File: src/rtl/ecc_pkg.sv
// ecc_pkg: shared FSM state encoding and codeword constants for the ECC memory sequencer
package ecc_pkg;
    localparam int HALF_W = 16;
    localparam logic [2:0] FLAG_OK = 3'b000;
    typedef enum logic [2:0] {IDLE, WRITE, READ, WAIT, CAPT, RESP} state_t;
endpackage

File: src/rtl/ecc_mem_sequencer_if.sv
// ecc_mem_sequencer_if: request, dual-memory, decoder and response signals of the sequencer
interface ecc_mem_sequencer_if #(parameter int ADDR_W = 8);
    import ecc_pkg::*;
    logic              req_valid, req_ready, req_write;
    logic [ADDR_W-1:0] req_addr, mem_addr;
    logic [HALF_W-1:0] enc_up, enc_down;
    logic              mem_en, mem_we;
    logic [HALF_W-1:0] mem_wdata_up, mem_wdata_down, mem_rdata_up, mem_rdata_down;
    logic [HALF_W-1:0] dec_up, dec_down, dec_data;
    logic [2:0]        dec_flag;
    logic              rsp_valid, rsp_ready;
    logic [HALF_W-1:0] rsp_data;
    logic [2:0]        rsp_flag;
    logic [15:0]       err_count;
    modport slave (
        input  req_valid, req_write, req_addr, enc_up, enc_down, mem_rdata_up, mem_rdata_down,
               dec_data, dec_flag, rsp_ready,
        output req_ready, mem_en, mem_we, mem_addr, mem_wdata_up, mem_wdata_down,
               dec_up, dec_down, rsp_valid, rsp_data, rsp_flag, err_count
    );
    modport master (
        output req_valid, req_write, req_addr, enc_up, enc_down, mem_rdata_up, mem_rdata_down,
               dec_data, dec_flag, rsp_ready,
        input  req_ready, mem_en, mem_we, mem_addr, mem_wdata_up, mem_wdata_down,
               dec_up, dec_down, rsp_valid, rsp_data, rsp_flag, err_count
    );
endinterface

File: src/rtl/ecc_rd_wait_counter.sv
// ecc_rd_wait_counter: 3-bit loadable down-counter that parks at zero and flags it
module ecc_rd_wait_counter (
    input  logic       clk,
    input  logic       rst_n,
    input  logic       i_load,
    input  logic       i_dec,
    input  logic [2:0] i_val,
    output logic       o_zero
);
    logic [2:0] r_cnt;
    always_ff @(posedge clk or negedge rst_n) begin
        if (!rst_n) r_cnt <= '0;
        else if (i_load) r_cnt <= i_val;
        else if (i_dec && r_cnt != 3'd0) r_cnt <= r_cnt - 3'd1;
    end
    assign o_zero = r_cnt == 3'd0;
endmodule

File: src/rtl/ecc_mem_sequencer.sv
// ecc_mem_sequencer: sequences ECC codeword writes/reads over two 16-bit memories and a decoder
module ecc_mem_sequencer
    import ecc_pkg::*;
#(
    parameter int ADDR_W = 8,
    parameter int RD_LAT = 2
) (
    input logic clk,
    input logic rst_n,
    ecc_mem_sequencer_if.slave bus
);
    state_t            r_state, w_next;
    logic [ADDR_W-1:0] r_addr;
    logic [HALF_W-1:0] r_wup, r_wdown, r_dec_up, r_dec_down, r_rsp_data;
    logic [2:0]        r_rsp_flag;
    logic [15:0]       r_err_count;
    logic              w_zero, w_accept;

    assign w_accept = bus.req_valid && r_state == IDLE;

    always_ff @(posedge clk or negedge rst_n) begin
        if (!rst_n) r_state <= IDLE;
        else r_state <= w_next;
    end

    always_comb begin
        w_next = r_state;
        case (r_state)
            IDLE:    w_next = bus.req_valid ? (bus.req_write ? WRITE : READ) : IDLE;
            WRITE:   w_next = IDLE;
            READ:    w_next = WAIT;
            WAIT:    w_next = w_zero ? CAPT : WAIT;
            CAPT:    w_next = RESP;
            RESP:    w_next = bus.rsp_ready ? IDLE : RESP;
            default: w_next = IDLE;
        endcase
    end

    // counter is loaded during READ so WAIT lasts exactly RD_LAT cycles
    ecc_rd_wait_counter u_wait (
        .clk    (clk),
        .rst_n  (rst_n),
        .i_load (r_state == READ),
        .i_dec  (r_state == WAIT),
        .i_val  (3'(RD_LAT - 1)),
        .o_zero (w_zero)
    );

    always_ff @(posedge clk or negedge rst_n) begin
        if (!rst_n) begin
            r_addr      <= '0;
            r_wup       <= '0;
            r_wdown     <= '0;
            r_dec_up    <= '0;
            r_dec_down  <= '0;
            r_rsp_data  <= '0;
            r_rsp_flag  <= '0;
            r_err_count <= '0;
        end else begin
            if (w_accept) begin
                r_addr  <= bus.req_addr;
                r_wup   <= bus.enc_up;
                r_wdown <= bus.enc_down;
            end
            if (r_state == WAIT && w_zero) begin
                r_dec_up   <= bus.mem_rdata_up;
                r_dec_down <= bus.mem_rdata_down;
            end
            if (r_state == CAPT) begin
                r_rsp_data <= bus.dec_data;
                r_rsp_flag <= bus.dec_flag;
                if (bus.dec_flag != FLAG_OK && r_err_count != 16'hFFFF) r_err_count <= r_err_count + 16'd1;
            end
        end
    end

    assign bus.req_ready      = r_state == IDLE;
    assign bus.mem_en         = r_state == WRITE || r_state == READ;
    assign bus.mem_we         = r_state == WRITE;
    assign bus.mem_addr       = r_addr;
    assign bus.mem_wdata_up   = r_wup;
    assign bus.mem_wdata_down = r_wdown;
    assign bus.dec_up         = r_dec_up;
    assign bus.dec_down       = r_dec_down;
    assign bus.rsp_valid      = r_state == RESP;
    assign bus.rsp_data       = r_rsp_data;
    assign bus.rsp_flag       = r_rsp_flag;
    assign bus.err_count      = r_err_count;
endmodule

File: src/flat_wrapper.sv
// flat-port wrapper written by rule: the top's interface ports become plain ports
module ecc_mem_sequencer_flat import ecc_pkg::*;
#(
    parameter int ADDR_W = 8,
    parameter int RD_LAT = 2
)
  (clk, rst_n, bus_req_valid, bus_req_write, bus_req_addr, bus_enc_up, bus_enc_down, bus_mem_rdata_up, bus_mem_rdata_down, bus_dec_data, bus_dec_flag, bus_rsp_ready, bus_req_ready, bus_mem_en, bus_mem_we, bus_mem_addr, bus_mem_wdata_up, bus_mem_wdata_down, bus_dec_up, bus_dec_down, bus_rsp_valid, bus_rsp_data, bus_rsp_flag, bus_err_count);
  ecc_mem_sequencer_if #(.ADDR_W(ADDR_W)) bus_i ();
  input logic clk;
  input logic rst_n;
  input wire logic [$bits(bus_i.req_valid)-1:0] bus_req_valid;
  input wire logic [$bits(bus_i.req_write)-1:0] bus_req_write;
  input wire logic [$bits(bus_i.req_addr)-1:0] bus_req_addr;
  input wire logic [$bits(bus_i.enc_up)-1:0] bus_enc_up;
  input wire logic [$bits(bus_i.enc_down)-1:0] bus_enc_down;
  input wire logic [$bits(bus_i.mem_rdata_up)-1:0] bus_mem_rdata_up;
  input wire logic [$bits(bus_i.mem_rdata_down)-1:0] bus_mem_rdata_down;
  input wire logic [$bits(bus_i.dec_data)-1:0] bus_dec_data;
  input wire logic [$bits(bus_i.dec_flag)-1:0] bus_dec_flag;
  input wire logic [$bits(bus_i.rsp_ready)-1:0] bus_rsp_ready;
  output wire logic [$bits(bus_i.req_ready)-1:0] bus_req_ready;
  output wire logic [$bits(bus_i.mem_en)-1:0] bus_mem_en;
  output wire logic [$bits(bus_i.mem_we)-1:0] bus_mem_we;
  output wire logic [$bits(bus_i.mem_addr)-1:0] bus_mem_addr;
  output wire logic [$bits(bus_i.mem_wdata_up)-1:0] bus_mem_wdata_up;
  output wire logic [$bits(bus_i.mem_wdata_down)-1:0] bus_mem_wdata_down;
  output wire logic [$bits(bus_i.dec_up)-1:0] bus_dec_up;
  output wire logic [$bits(bus_i.dec_down)-1:0] bus_dec_down;
  output wire logic [$bits(bus_i.rsp_valid)-1:0] bus_rsp_valid;
  output wire logic [$bits(bus_i.rsp_data)-1:0] bus_rsp_data;
  output wire logic [$bits(bus_i.rsp_flag)-1:0] bus_rsp_flag;
  output wire logic [$bits(bus_i.err_count)-1:0] bus_err_count;
  assign bus_i.req_valid = bus_req_valid;
  assign bus_i.req_write = bus_req_write;
  assign bus_i.req_addr = bus_req_addr;
  assign bus_i.enc_up = bus_enc_up;
  assign bus_i.enc_down = bus_enc_down;
  assign bus_i.mem_rdata_up = bus_mem_rdata_up;
  assign bus_i.mem_rdata_down = bus_mem_rdata_down;
  assign bus_i.dec_data = bus_dec_data;
  assign bus_i.dec_flag = bus_dec_flag;
  assign bus_i.rsp_ready = bus_rsp_ready;
  assign bus_req_ready = bus_i.req_ready;
  assign bus_mem_en = bus_i.mem_en;
  assign bus_mem_we = bus_i.mem_we;
  assign bus_mem_addr = bus_i.mem_addr;
  assign bus_mem_wdata_up = bus_i.mem_wdata_up;
  assign bus_mem_wdata_down = bus_i.mem_wdata_down;
  assign bus_dec_up = bus_i.dec_up;
  assign bus_dec_down = bus_i.dec_down;
  assign bus_rsp_valid = bus_i.rsp_valid;
  assign bus_rsp_data = bus_i.rsp_data;
  assign bus_rsp_flag = bus_i.rsp_flag;
  assign bus_err_count = bus_i.err_count;
  ecc_mem_sequencer #(.ADDR_W(ADDR_W), .RD_LAT(RD_LAT)) u_core (.clk(clk), .rst_n(rst_n), .bus(bus_i));
endmodule
File: config.mk
export PLATFORM = sky130hd
export DESIGN_NAME = ecc_mem_sequencer_flat
export DESIGN_NICKNAME = d
export VERILOG_FILES = /design/src/rtl/ecc_pkg.sv /design/src/rtl/ecc_mem_sequencer_if.sv /design/src/rtl/ecc_rd_wait_counter.sv /design/src/rtl/ecc_mem_sequencer.sv /design/src/flat_wrapper.sv
export SDC_FILE = /design/constraint.sdc
export NUM_CORES = 1
export LEC_CHECK = 0
export ABC_AREA = 1
export CAP_MARGIN = 10
export CORE_ASPECT_RATIO = 1.2
export CORE_MARGIN = 1
export CORE_UTILIZATION = 38
export CTS_CLUSTER_DIAMETER = 200
export DETAILED_ROUTE_END_ITERATION = 10
export GPL_ROUTABILITY_DRIVEN = 0
export PLACE_DENSITY_LB_ADDON = 0.08
export REMOVE_ABC_BUFFERS = 1
export SLEW_MARGIN = 10
export SYNTH_ARGS = -nofsm -noshare
export SYNTH_HDL_FRONTEND = slang
export SYNTH_SLANG_ARGS = --single-unit
File: constraint.sdc
create_clock -name clk -period 1.8 [get_ports clk]
set_input_delay 0.54 -clock clk [delete_from_list [all_inputs] [get_ports clk]]
set_output_delay 0.54 -clock clk [all_outputs]
set_load 0.01 [all_outputs]
==> results.json, run 1 <==
{
  "outcome": "complete, no violations",
  "ys_ff_latch": 113,
  "grt-ovfl-total": 0,
  "syn_area_per_cell_um2": 8.20,
  "synth_top_family_by_area": "simple AND/OR/NAND/NOR gates",
  "relSlewSlack": 0.721,
  "synth.yosys.seq_area_share": 0.584,
  "cp_top_family": "flip-flops",
  "drtPass1Iterations": 5,
  "critical_path_peak_fanout": 3,
  "track_usage": 0.213,
  "critPathCaptureType": "output pin",
  "finalSetupViolations": 0,
  "netlist_instances": 591,
  "drive_gt1_frac": 0.114,
  "whs_ns": 0.0511,
  "antenna_found_initial": 0,
  "path_cells": "buf_4 -> nand3_2 -> o21ai_2 -> buf_2",
  "ir_drop_mv": 0.687,
  "cp_slowest_cell": "dfrtp_1",
  "drt_wl_total_um": 13300,
  "cts_tree": "yes",
  "cts_made_buffers": 17,
  "power_density_nw_per_um2": 1540,
  "die_w_um": 105,
  "cp.arrival_ns": 1.26,
  "syn-cell-area_um2": 4840,
  "leakagePower_uw": 0.00414,
  "ctsHtreeMaxLevel": 4,
  "insertion_delay_ns": 0.41,
  "min_period_over_period": 0.998,
  "finalCriticalPeriod_ns": 1.80,
  "die_h_um": 126,
  "grt_pass1_vias": 4630,
  "via_count": 4571,
  "synth_mux_area_frac": 0,
  "initial_core_util": 0.395,
  "syn2layout_area_growth_pct": 60.3,
  "max_freq_ghz": 0.557,
  "synth_xor_area_frac": 0.00542,
  "placed_cells": 962,
  "nNetsFinal": 929,
  "ant_nets": 0,
  "worst_slew_pin_slew_ns": 0.418,
  "synthAdderAreaFrac": 0.00775,
  "n_fill_cell": 1108,
  "port_buffers": 206,
  "yosysWarningCount": 0,
  "rsz0062_at_grt": "true",
  "synth_edf_count": 0,
  "yosys.area_share.simple": 0.291,
  "drv_cap": 0,
  "post_drt_wl_per_cell_um": 13.2,
  "synth-compound-area-share": 0.0395,
  "finalSetupTns_ns": 0,
  "worstPathRequired_ns": 1.26,
  "synth_cell_type_count": 25,
  "cp_num_buf_inv": 2,
  "start_kind": "flip-flop",
  "ff2ff_setup_slack_ns": 0.18,
  "cts.sinks": 113,
  "hold_buffers": 0,
  "num_rows": 44,
  "grt_pass1_wl_um": 21900,
  "diodes": 0,
  "worstSetupPathType": "reg -> out",
  "ctsRootBufferMaster": "clkbuf_16",
  "fp.coreArea_um2": 12300,
  "grt_max_degree": 66,
  "final_max_slew_viol_count": 0,
  "num_io_pins": 207,
  "skew_ns": 0.00884,
  "clk_path_buf_depth": 2,
  "first_iter_violations": 168,
  "via_per_inst": 4.56,
  "hp-class": "in -> async",
  "layoutNonFillerInstCount": 1003,
  "synth_top_flop_cell": "dfrtp_1",
  "critPathMaxStageDelay_ns": 0.40,
  "clkSlewWorstSetupHoldPaths_ns": 0.05,
  "hold_viol": 0,
  "async_reset_ff_frac": 1.00,
  "post-route-drc-count": 0,
  "die_area_um2": 13200,
  "hpwlAfterDp_um": 9390
}
==> metrics by stage <==
step                      total power (uW)  area, um^2  worst slack, ns   util
after floorplan                       6340        4720           -0.665      -
after global placement                9550        7250          0.00914  0.590
after detailed placement              9690        7250          -0.0252  0.590
after CTS                            12000        7720          -0.0449  0.629
after global routing                 12900        7760          -0.0585  0.632
final                                12000        7760          0.00434  0.632
==> worst register-to-register path: cells and delay by family (launching register included) <==
| family | cells | cell delay [ns] |
|---|---|---|
| buffers and inverters | 4 | 0.47 |
| DFF | 1 | 0.41 |
| and+or+nand+nor | 7 | 0.66 |
==> worst paths after layout <==
check                                  startpoint                  endpoint  depth (start not counted)
max                             u_core.r_state[1]                bus_mem_en                          4
min                                         rst_n    u_core.bus.rsp_data[0]                          1
max reg2reg                     u_core.r_state[1]  u_core.bus.err_count[13]                         11
min reg2reg                u_core.bus.mem_addr[5]    u_core.bus.mem_addr[5]                          2
max in group asynchronous                   rst_n   u_core.bus.err_count[7]                          2
min in group clk           u_core.bus.mem_addr[5]    u_core.bus.mem_addr[5]                          2
==> sequential cells by signal (all words and copies together) (netlist names) <==
name / cells
u_core.bus.rsp_flag: 3
u_core.bus.rsp_data: 16
u_core.bus.mem_addr: 8
u_core.u_wait.r_cnt: 3
u_core.bus.dec_down: 16
u_core.bus.mem_wdata_down: 16
u_core.r_state: 3
u_core.bus.dec_up: 16
u_core.bus.err_count: 16
u_core.bus.mem_wdata_up: 16
==> cells by family (layout without fill, tap and decap cells) <==
group | count (synthesis) | in the layout
XOR/XNOR | 3 | 3
flip-flops | 113 | 113
buffers and inverters | 84 | 335
adder cells (fa/ha/maj) | 3 | 3
AO/OA/AOI/OAI | 38 | 38
AND/OR/NAND/NOR | 350 | 350
==> synth_stat cells (2+ instances only) <==
| master | instances | area, um^2 |
|---|---|---|
| nand2_2 | 2 | 12.5 |
| clkbuf_1 | 4 | 15.0 |
| buf_2 | 15 | 75.1 |
| o21ai_0 | 17 | 85.1 |
| nand2_1 | 285 | 1070 |
| dfrtp_1 | 113 | 2830 |
| nand4_1 | 5 | 31.3 |
| nand3_1 | 30 | 150 |
| nor2_4 | 2 | 22.5 |
| nor2_1 | 19 | 71.3 |
| ha_1 | 3 | 37.5 |
| o21ai_1 | 18 | 90.1 |
| a21oi_1 | 2 | 10.0 |
| buf_6 | 2 | 22.5 |
| xor2_1 | 3 | 26.3 |
| inv_1 | 60 | 225 |
| nor2_2 | 3 | 18.8 |
==> layer usage <==
layer  vias to the layer above  track usage  share of wire  wire (um)
li1                       2284            -              -          -
met1                      2107        0.240           0.41       5390
met2                       157        0.357           0.49       6540
met3                        23       0.0844          0.078       1040
met4                         0       0.0928          0.024        318
met5                         -            0              0          0
==> layout make-up <==
class / instances / area (um^2) / share of cell area
Clock buffer: 26 / 509 / 0.0656
Inverter: 62 / 233 / 0.0300
Tap cell: 161 / 201 / 0.0259
Timing Repair Buffer: 242 / 2260 / 0.291
Multi-Input combinational cell: 394 / 1700 / 0.219
Sequential cell: 113 / 2840 / 0.365
Clock inverter: 5 / 27.5 / 0.00355
==> timing repair <==
action	CTS	global route
setup endpoints to repair	111	3
cloned	0	0
buffers inserted	8	2
pin swaps	2	1
gates resized for setup	136	11
==> cells in the final DEF, fill, tap and decap left out, drive strengths merged <==
cell type	n
nand4	5
nor2	24
dlygate4sd2	107
o22ai	1
clkdlybuf4s50	94
dfrtp	113
nor3	2
o21ai	35
clkinv	5
nand3b	1
clkbuf	26
nand3	31
ha	3
a21oi	2
inv	61
xor2	3
clkinvlp	1
buf	41
nand2	287
==> power by group <==
part           total (uW)  internal (uW)  leakage (uW)  switching (uW)
registers            4280           3680       0.00139             607
clock network        3020           1920      0.000266            1100
logic                4690           2210       0.00249            2480
Note: power is estimated with default switching activity, not from simulation.
==> inputs of run 2 (changes only) <==
- SKIP_CTS_REPAIR_TIMING: unset -> 1
- TNS_END_PERCENT: unset -> 30
==> results.json, run 2 (synthesized netlist as in run 1, its figures left out) <==
{
  "worstPathRequired_ns": 1.26,
  "critPathCaptureType": "output pin",
  "multiInputGateArea_um2": 1680,
  "critical_path_peak_fanout": 3,
  "ir_drop_mv": 0.710,
  "first_iter_violations": 176,
  "grt_pass1_wl_um": 21600,
  "ctsHtreeMaxLevel": 4,
  "start_kind": "flip-flop",
  "hold_viol": 0,
  "drt_wl_total_um": 13500,
  "initial_core_util": 0.395,
  "die_w_um": 105,
  "path_cells": "buf_4 -> nand3_2 -> o21ai_1 -> buf_2",
  "critPathMaxStageDelay_ns": 0.40,
  "drv_cap": 0,
  "insertion_delay_ns": 0.41,
  "track_usage": 0.210,
  "fp.coreArea_um2": 12300,
  "skew_ns": 0.00444,
  "die_h_um": 126,
  "cts.sinks": 113,
  "grt_pass1_vias": 4556,
  "cts_made_buffers": 17,
  "final_common_cell": "nand2_1",
  "drive_gt1_frac": 0.116,
  "post-route-util": 0.666,
  "placed_cells": 962,
  "worst_slew_pin_slew_ns": 0.429,
  "outcome": "complete, no violations",
  "grt_max_degree": 66,
  "drtPass1Iterations": 4,
  "whs_ns": 0.0503,
  "cp_num_cells": 4,
  "clk_path_buf_depth": 2,
  "port_buffers": 206,
  "clkSlewWorstSetupHoldPaths_ns": 0.05,
  "fin_ws_ns": 0.000366,
  "num_io_pins": 207,
  "via_per_inst": 4.54,
  "syn2layout_area_growth_pct": 68.6,
  "leakagePower_uw": 0.00517,
  "post-route-drc-count": 0,
  "grt-ovfl-total": 0,
  "final_max_slew_viol_count": 0,
  "cp_num_buf_inv": 2,
  "cp_top_family": "flip-flops",
  "min_period_over_period": 1.00,
  "die_area_um2": 13200,
  "power_density_nw_per_um2": 1520,
  "relSlewSlack": 0.714,
  "hp-class": "in -> async",
  "diodes": 0,
  "rsz0062_at_grt": "true",
  "finalSetupTns_ns": 0,
  "cts_tree": "yes",
  "cp.arrival_ns": 1.26,
  "num_rows": 44,
  "antenna_found_initial": 0,
  "max_freq_ghz": 0.556,
  "worstSetupPathType": "reg -> out",
  "ctsRootBufferMaster": "clkbuf_16",
  "ant_nets": 0,
  "seqCellArea_um2": 2840,
  "place_ws_ns": -0.0252,
  "cp_slowest_cell": "dfrtp_1",
  "layoutNonFillerInstCount": 1006,
  "via_count": 4569,
  "n_fill_cell": 1009,
  "most-common-layout-cells": "nand2_1, dlymetal6s2s_1, dfrtp_1",
  "ff2ff_path_depth": 8,
  "hpwlAfterDp_um": 9390,
  "nNetsFinal": 932,
  "post_drt_wl_per_cell_um": 13.4,
  "finalCriticalPeriod_ns": 1.80,
  "finalSetupViolations": 0
}
==> run 2: cell types whose count changed in the layout (fill, tap and decap cells not counted), moves of 2 or more <==
cell	delta
dlygate4sd2_1	-107
dlymetal6s2s_1	+107
buf_4	+3
nor2_2	+3
dfrtp_1	-2
dfrtp_2	+2
inv_1	+2
inv_2	-2
nor2_4	-2
==> run 2: worst reg2reg max path, delay by kind of cell (launching register included) <==
kind,cells,cell delay [ns]
AO/OA/AOI/OAI,1,0.08
buffers and inverters,4,0.53
flip-flops,1,0.40
AND/OR/NAND/NOR,3,0.45
==> run 2: per-layer routing <==
metal | part of all wire | global-route usage | vias up
li1 | - | - | 2283
met1 | 0.40 | 0.238 | 2118
met2 | 0.50 | 0.353 | 148
met3 | 0.079 | 0.0875 | 20
met4 | 0.020 | 0.0837 | 0
met5 | 0 | 0 | -
==> run 2: stage by stage <==
| stage | area, um^2 | total power, uW |
|---|---|---|
| after floorplan | 4720 | 6340 |
| after detailed placement | 7250 | 9690 |
| after CTS | 7780 | 12800 |
| final | 8170 | 12400 |
| after global routing | 8170 | 13300 |
| after global placement | 7250 | 9550 |
==> run 2: final timing paths <==
check / slack, ns / to / startpoint
worst max-delay path: 0.0004 / bus_mem_en / u_core.r_state[1]
worst min-delay path: 0.05 / u_core.bus.rsp_data[0] / rst_n
worst max register to register: 0.20 / u_core.bus.dec_down[10] / u_core.r_state[1]
worst min register to register: 0.46 / u_core.bus.mem_addr[5] / u_core.bus.mem_addr[5]
max in group asynchronous: 1.21 / u_core.bus.err_count[7] / rst_n
min in group clk: 0.46 / u_core.bus.mem_addr[5] / u_core.bus.mem_addr[5]
==> run 2: layout make-up <==
cell class | instances | share of cell area
Sequential cell | 113 | 0.347
Timing Repair Buffer | 245 | 0.328
Multi-Input combinational cell | 394 | 0.206
Clock buffer | 26 | 0.0623
Inverter | 62 | 0.0285
Tap cell | 161 | 0.0247
Clock inverter | 5 | 0.00337
==> run 2: report_power, final <==
part / switching (uW) / internal (uW) / leakage, uW
Sequential: 607 / 3670 / 0.00138
Clock: 1110 / 1920 / 0.000266
Combinational: 2450 / 2640 / 0.00352
Total: 4170 / 8240 / 0.00517
